$ cat config.mk
export PLATFORM = sky130hd
export DESIGN_NAME = snf_pcrd_sched
export DESIGN_NICKNAME = d
export VERILOG_FILES = /design/src/rtl/snf_pcrd_sched.sv
export SDC_FILE = /design/constraint.sdc
export NUM_CORES = 1
export LEC_CHECK = 0
export ABC_AREA = 1
export CAP_MARGIN = 10
export CORE_ASPECT_RATIO = 1.4
export CORE_UTILIZATION = 65
export CTS_BUF_LIST = sky130_fd_sc_hd__clkbuf_8
export CTS_CLUSTER_DIAMETER = 40
export CTS_CLUSTER_SIZE = 30
export DETAILED_ROUTE_END_ITERATION = 10
export HOLD_SLACK_MARGIN = 0.03
export PLACE_DENSITY = 0.81
export SYNTH_ARGS = -nofsm -noshare
export SYNTH_HDL_FRONTEND = slang
export SYNTH_SLANG_ARGS = --single-unit
$ cat constraint.sdc
create_clock -name clk -period 5.9 [get_ports clk]
set_input_delay 1.18 -clock clk [delete_from_list [all_inputs] [get_ports clk]]
set_output_delay 1.18 -clock clk [all_outputs]
set_load 0.005 [all_outputs]
$ cat src/rtl/snf_pcrd_sched.sv
// snf_pcrd_sched: P-credit scheduler tracking free tracker entries and owed credits and issuing PCrdGrant offers
// SNF_PCRD_STATIC_PRIO_EN selects lowest-index pick instead of round-robin
module snf_pcrd_sched #(
  parameter int SRC_NUM       = 4,
  parameter int SRC_IDX_WIDTH = 2,
  parameter int TRK_NUM       = 16,
  parameter int TRK_CNT_WIDTH = 5,
  parameter int OWE_CNT_WIDTH = 4
) (
  input  logic                     clk,
  input  logic                     rst_n,
  input  logic                     run_state,
  input  logic                     rxreq_valid_s0,
  input  logic                     rxreq_allowretry_s0,
  input  logic [SRC_IDX_WIDTH-1:0] rxreq_srcidx_s0,
  input  logic                     trk_release_s1,
  input  logic                     txrsp_pcrdgrant_won_s1,
  output logic                     rxreq_retry_enable_s0,
  output logic                     pcrdgrant_valid,
  output logic [SRC_IDX_WIDTH-1:0] pcrdgrant_srcidx,
  output logic                     pcrd_owe_ovf
);
  typedef enum logic {IDLE, OFFER} state_t;
  state_t                   state;
  logic [TRK_CNT_WIDTH-1:0] free_cnt, reserved_cnt, avail;
  logic [OWE_CNT_WIDTH-1:0] owe_cnt [SRC_NUM];
  logic [SRC_NUM-1:0]       owe_nz;
  logic [SRC_IDX_WIDTH-1:0] pick;
  logic                     any_owe, retry, alloc, won, rsv_dec, same_src;
  for (genvar i = 0; i < SRC_NUM; i++) begin : g_nz
    assign owe_nz[i] = owe_cnt[i] != '0;
  end
  assign avail                 = free_cnt - reserved_cnt;
  assign any_owe               = |owe_nz;
  assign retry                 = rxreq_valid_s0 & rxreq_allowretry_s0 & ((avail == '0) | any_owe);
  assign rxreq_retry_enable_s0 = retry;
  assign alloc                 = rxreq_valid_s0 & ~retry;
  assign won                   = (state == OFFER) & txrsp_pcrdgrant_won_s1;
  assign rsv_dec               = alloc & ~rxreq_allowretry_s0 & (reserved_cnt != '0);
  assign same_src              = won & (pcrdgrant_srcidx == rxreq_srcidx_s0);
`ifdef SNF_PCRD_STATIC_PRIO_EN
  always_comb begin
    pick = '0;
    for (int i = SRC_NUM - 1; i >= 0; i--)
      if (owe_nz[i]) pick = SRC_IDX_WIDTH'(i);
  end
`else
  logic [SRC_IDX_WIDTH-1:0] rr_ptr, idx;
  // scan downwards so the entry closest to rr_ptr is the last, winning assignment
  always_comb begin
    pick = '0;
    idx  = '0;
    for (int k = SRC_NUM - 1; k >= 0; k--) begin
      idx = SRC_IDX_WIDTH'((int'(rr_ptr) + k) % SRC_NUM);
      if (owe_nz[idx]) pick = idx;
    end
  end
  always_ff @(posedge clk or negedge rst_n)
    if (!rst_n) rr_ptr <= '0;
    else if (won) rr_ptr <= (pcrdgrant_srcidx == SRC_IDX_WIDTH'(SRC_NUM - 1)) ? '0 : pcrdgrant_srcidx + 1'b1;
`endif
  always_ff @(posedge clk or negedge rst_n)
    if (!rst_n) begin
      free_cnt     <= TRK_CNT_WIDTH'(TRK_NUM);
      reserved_cnt <= '0;
    end else begin
      if (alloc & ~trk_release_s1 & (free_cnt != '0)) free_cnt <= free_cnt - 1'b1;
      else if (trk_release_s1 & ~alloc & (free_cnt != TRK_CNT_WIDTH'(TRK_NUM))) free_cnt <= free_cnt + 1'b1;
      reserved_cnt <= reserved_cnt + TRK_CNT_WIDTH'(won) - TRK_CNT_WIDTH'(rsv_dec);
    end
  // a retry and a grant on the same source cancel out
  always_ff @(posedge clk or negedge rst_n)
    if (!rst_n) begin
      for (int i = 0; i < SRC_NUM; i++) owe_cnt[i] <= '0;
      pcrd_owe_ovf <= 1'b0;
    end else begin
      for (int i = 0; i < SRC_NUM; i++) begin
        if (retry & (rxreq_srcidx_s0 == SRC_IDX_WIDTH'(i)) & ~same_src)
          owe_cnt[i] <= (&owe_cnt[i]) ? owe_cnt[i] : owe_cnt[i] + 1'b1;
        else if (won & (pcrdgrant_srcidx == SRC_IDX_WIDTH'(i)) & ~(retry & same_src))
          owe_cnt[i] <= owe_cnt[i] - 1'b1;
      end
      if (retry & (&owe_cnt[rxreq_srcidx_s0]) & ~same_src) pcrd_owe_ovf <= 1'b1;
    end
  always_ff @(posedge clk or negedge rst_n)
    if (!rst_n) begin
      state            <= IDLE;
      pcrdgrant_valid  <= 1'b0;
      pcrdgrant_srcidx <= '0;
    end else if (state == IDLE) begin
      if (run_state & any_owe & (avail != '0)) begin
        state            <= OFFER;
        pcrdgrant_valid  <= 1'b1;
        pcrdgrant_srcidx <= pick;
      end
    end else if (txrsp_pcrdgrant_won_s1) begin
      state           <= IDLE;
      pcrdgrant_valid <= 1'b0;
    end
endmodule

==> insert_results.sql <==
INSERT INTO impl_metrics (metric_group, metric, value, unit) VALUES
('logic_synthesis', 'ys_async_sr_fraction', '100', '%'),
('critical_path', 'crit_slowest_cell', 'clkdlybuf4s50_1', ''),
('sta', 'final_period_minus_worst_setup_slack', '4.23', 'ns'),
('clock_network', 'clock-sinks', '33', ''),
('logic_synthesis', 'synth_enable_flop_cells', '0', ''),
('placement', 'place_congestion', '0.872', ''),
('logic_synthesis', 'synth_area', '2900', 'µm²'),
('layout', 'final_nets', '440', ''),
('grt', 'grt.overflow.total', '0', ''),
('grt', 'grt_start_max_net_pins', '34', ''),
('sta', 'final_setup_violating_endpoints', '0', ''),
('route', 'dr.pass1.iters', '4', ''),
('grt', 'grt_pass1_vias', '2456', ''),
('power_and_ir_drop', 'power-per-cell-area', '499', 'nW/µm²'),
('clock_network', 'cts-buffers-inserted', '5', ''),
('critical_path', 'crit_buf_inv', '4', ''),
('clock_network', 'root_buffer', 'clkbuf_8', ''),
('floorplan', 'die_width', '58.4', 'µm'),
('power_and_ir_drop', 'total_leakage_power', '1.61', 'nW'),
('critical_path', 'cp_common_cell', 'clkdlybuf4s50_1', ''),
('layout', 'multi_input_logic_area', '1800', 'µm²'),
('route', 'avgViaCountPerCell', '5.41', ''),
('logic_synthesis', 'syn_area_per_cell', '7.59', 'µm²'),
('route', 'num_vias', '2492', ''),
('clock_network', 'cts_repair_resize_count', '0', ''),
('clock_network', 'post_cts.repair.setup_buffers', '0', ''),
('placement', 'place_hpwl', '4.75', 'mm'),
('floorplan', 'floorplan.core_area', '4240', 'µm²'),
('critical_path', 'setup.worst_path.class', 'primary input to primary output', ''),
('critical_path', 'cp_max_fo', '11', ''),
('floorplan', 'die_area', '4730', 'µm²'),
('route', 'detail_route.wirelength', '5.95', 'mm'),
('logic_synthesis', 'synth_cell_types', '39', ''),
('clock_network', 'cts-htree-levels', '2', ''),
('clock_network', 'tritoncts', 'done', ''),
('run_status', 'outcome', 'completed', ''),
('layout', 'layout.filler_cells', '315', ''),
('grt', 'grt_first_pass_wirelength', '10.4', 'mm'),
('grt', 'track_usage', '28.8', '%'),
('worst_hold_path', 'hp-class', 'flip-flop to flip-flop', ''),
('route', 'drt_first_iter_violations', '130', ''),
('floorplan', 'top_level_ports', '14', ''),
('logic_synthesis', 'syn-num-nets', '422', ''),
('logic_synthesis', 'synth-seq-area-share', '28.5', '%'),
('layout', 'final_core_utilization', '74.8', '%'),
('sta', 'remaining_max_slew_budget_at_the_tightest_pin', '65.3', '%'),
('placement', 'portBuffers', '13', ''),
('critical_path', 'critPathCaptureType', 'primary output', ''),
('placement', 'post_placement_worst_setup_slack', '1.69', 'ns'),
('logic_synthesis', 'yosys_warnings', '0', ''),
('sta', 'report.final.hold_viol_count', '0', ''),
('sta', 'drv_slew', '0', ''),
('sta', 'worstMarginPinSlew', '0.520', 'ns'),
('placement', 'place_area', '3090', 'µm²'),
('critical_path', 'cp.required', '4.72', 'ns'),
('clock_network', 'insertion_delay', '0.29', 'ns'),
('critical_path', 'cpPeakStageDelay', '0.60', 'ns'),
('logic_synthesis', 'netlist_instances', '382', ''),
('sta', 'timing.final.crit_share', '71.8', '%'),
('critical_path', 'critical_path.cell_chain', 'clkdlybuf4s50_1 > nand2_1 > inv_1 > nand2_4 > inv_4 > clkdlybuf4s50_1', ''),
('floorplan', 'dieHeight', '81', 'µm'),
('layout', 'regArea', '827', 'µm²'),
('sta', 'tns', '0', 'ns'),
('job', 'maxCapViolations', '0', ''),
('critical_path', 'timing.critical_path.from_type', 'primary input', ''),
('layout', 'n_antenna_cell', '0', ''),
('floorplan', 'num_rows', '28', ''),
('layout', 'final_design_area_no_fill', '3170', 'µm²'),
('route', 'number_of_antenna_violating_nets_in_the_routed_design', '0', ''),
('sta', 'maxClockFrequency', '236', 'MHz'),
('grt', 'initial_antenna_violation_count', '0', '');
-- metrics by stage --
stage / hold WS, ns / power, mW / std cells
3_5_place_dp: 0.466 / 1.42 / 453
5_1_grt: 0.502 / 1.77 / 461
4_1_cts: 0.485 / 1.60 / 461
3_3_place_gp: 0.464 / 1.39 / 453
6_report: 0.482 / 1.58 / 461
2_1_floorplan: 0.451 / 1.20 / 382
-- report_power, final --
group	switching [mW]	total (mW)	leakage, nW	internal, mW
Clock	0.0848	0.165	0.0491	0.0800
Sequential	0.170	0.514	0.397	0.344
Combinational	0.524	0.904	1.16	0.380
Total	0.778	1.58	1.61	0.804
-- worst register-to-register path: cells and delay by family (launching register included) --
family	cells	cell delay, ns
and+or+nand+nor	7	0.78
buffers and inverters	3	0.24
adders and majority gates	2	0.68
DFF	1	0.44
AOI/OAI and AO/OA	4	0.81
-- synth_stat cells (3+ instances only) --
cell type / number / area share, %
nand2_1: 101 / 13
inv_1: 59 / 7.6
dfrtp_1: 32 / 28
ha_1: 25 / 11
nor2_1: 24 / 3.1
nand3_1: 21 / 3.6
xor2_1: 13 / 3.9
o21ai_0: 11 / 1.9
nand4_1: 9 / 1.9
inv_2: 7 / 0.91
nand2_2: 7 / 1.5
a21oi_1: 6 / 1.0
fa_1: 6 / 4.1
nand2_4: 6 / 2.3
nand3_2: 6 / 2.1
o21ai_1: 6 / 1.0
a31oi_1: 4 / 0.86
o211ai_2: 4 / 1.7
o22ai_1: 4 / 0.86
nor2_2: 3 / 0.65
or2_2: 3 / 0.65
-- layout make-up --
class                   count  share of cell area [%]
multi-input cells         279                    56.6
well taps                  60                    2.37
flip-flops and latches     33                    26.1
clock buffers               5                    2.17
inverters                  67                    8.01
repair buffers             14                    4.34
clock inverters             3                   0.434
-- cell usage in the layout, fill, tap and decap left out, types with 7 or more instances in the layout --
| cell | n |
|---|---|
| o21ai_0 | 11 |
| dfrtp_1 | 32 |
| nand2_1 | 101 |
| clkdlybuf4s50_1 | 13 |
| nor2_1 | 24 |
| xor2_1 | 13 |
| inv_2 | 7 |
| nand3_1 | 21 |
| ha_1 | 25 |
| nand2_2 | 7 |
| inv_1 | 60 |
| nand4_1 | 9 |
-- path summary, 6_finish.rpt --
path,start,cells after the start,slack (ns),endpoint
max in group asynchronous,rst_n,2,4.26,free_cnt[4]
setup / recovery,rxreq_valid_s0,6,1.67,rxreq_retry_enable_s0
hold reg to reg,pcrdgrant_valid,2,0.48,pcrdgrant_valid
min in group asynchronous,rst_n,2,1.29,owe_cnt[3]
hold / removal,pcrdgrant_valid,2,0.48,pcrdgrant_valid
setup reg to reg,free_cnt[3],16,2.88,free_cnt[4]
-- kinds of logic (layout without fill, tap and decap cells) --
family | Yosys count | in the layout | synth area share, %
flip-flops | 33 | 33 | 28.5
AND/OR/NAND/NOR | 186 | 186 | 31.1
XOR/XNOR | 15 | 15 | 4.53
AO/OA/AOI/OAI | 47 | 47 | 11.4
adder cells (fa/ha/maj) | 31 | 31 | 14.9
buffers and inverters | 70 | 89 | 9.50
-- state kept, by name (all words and copies together), names as in the netlist --
name	cells
owe_cnt	16
free_cnt	5
reserved_cnt	5
pcrdgrant_srcidx	2
rr_ptr	2
pcrd_owe_ovf	1
pcrdgrant_valid	1
state	1
-- layer usage --
layer  vias up  GRT usage (%)  wire, µm
li1       1266              -         -
met1      1147           30.9      2380
met2        54           54.6      3170
met3        25           3.98       168
met4         0           13.3       231
met5         -              0         0
Note: power is estimated with default switching activity, not from simulation.
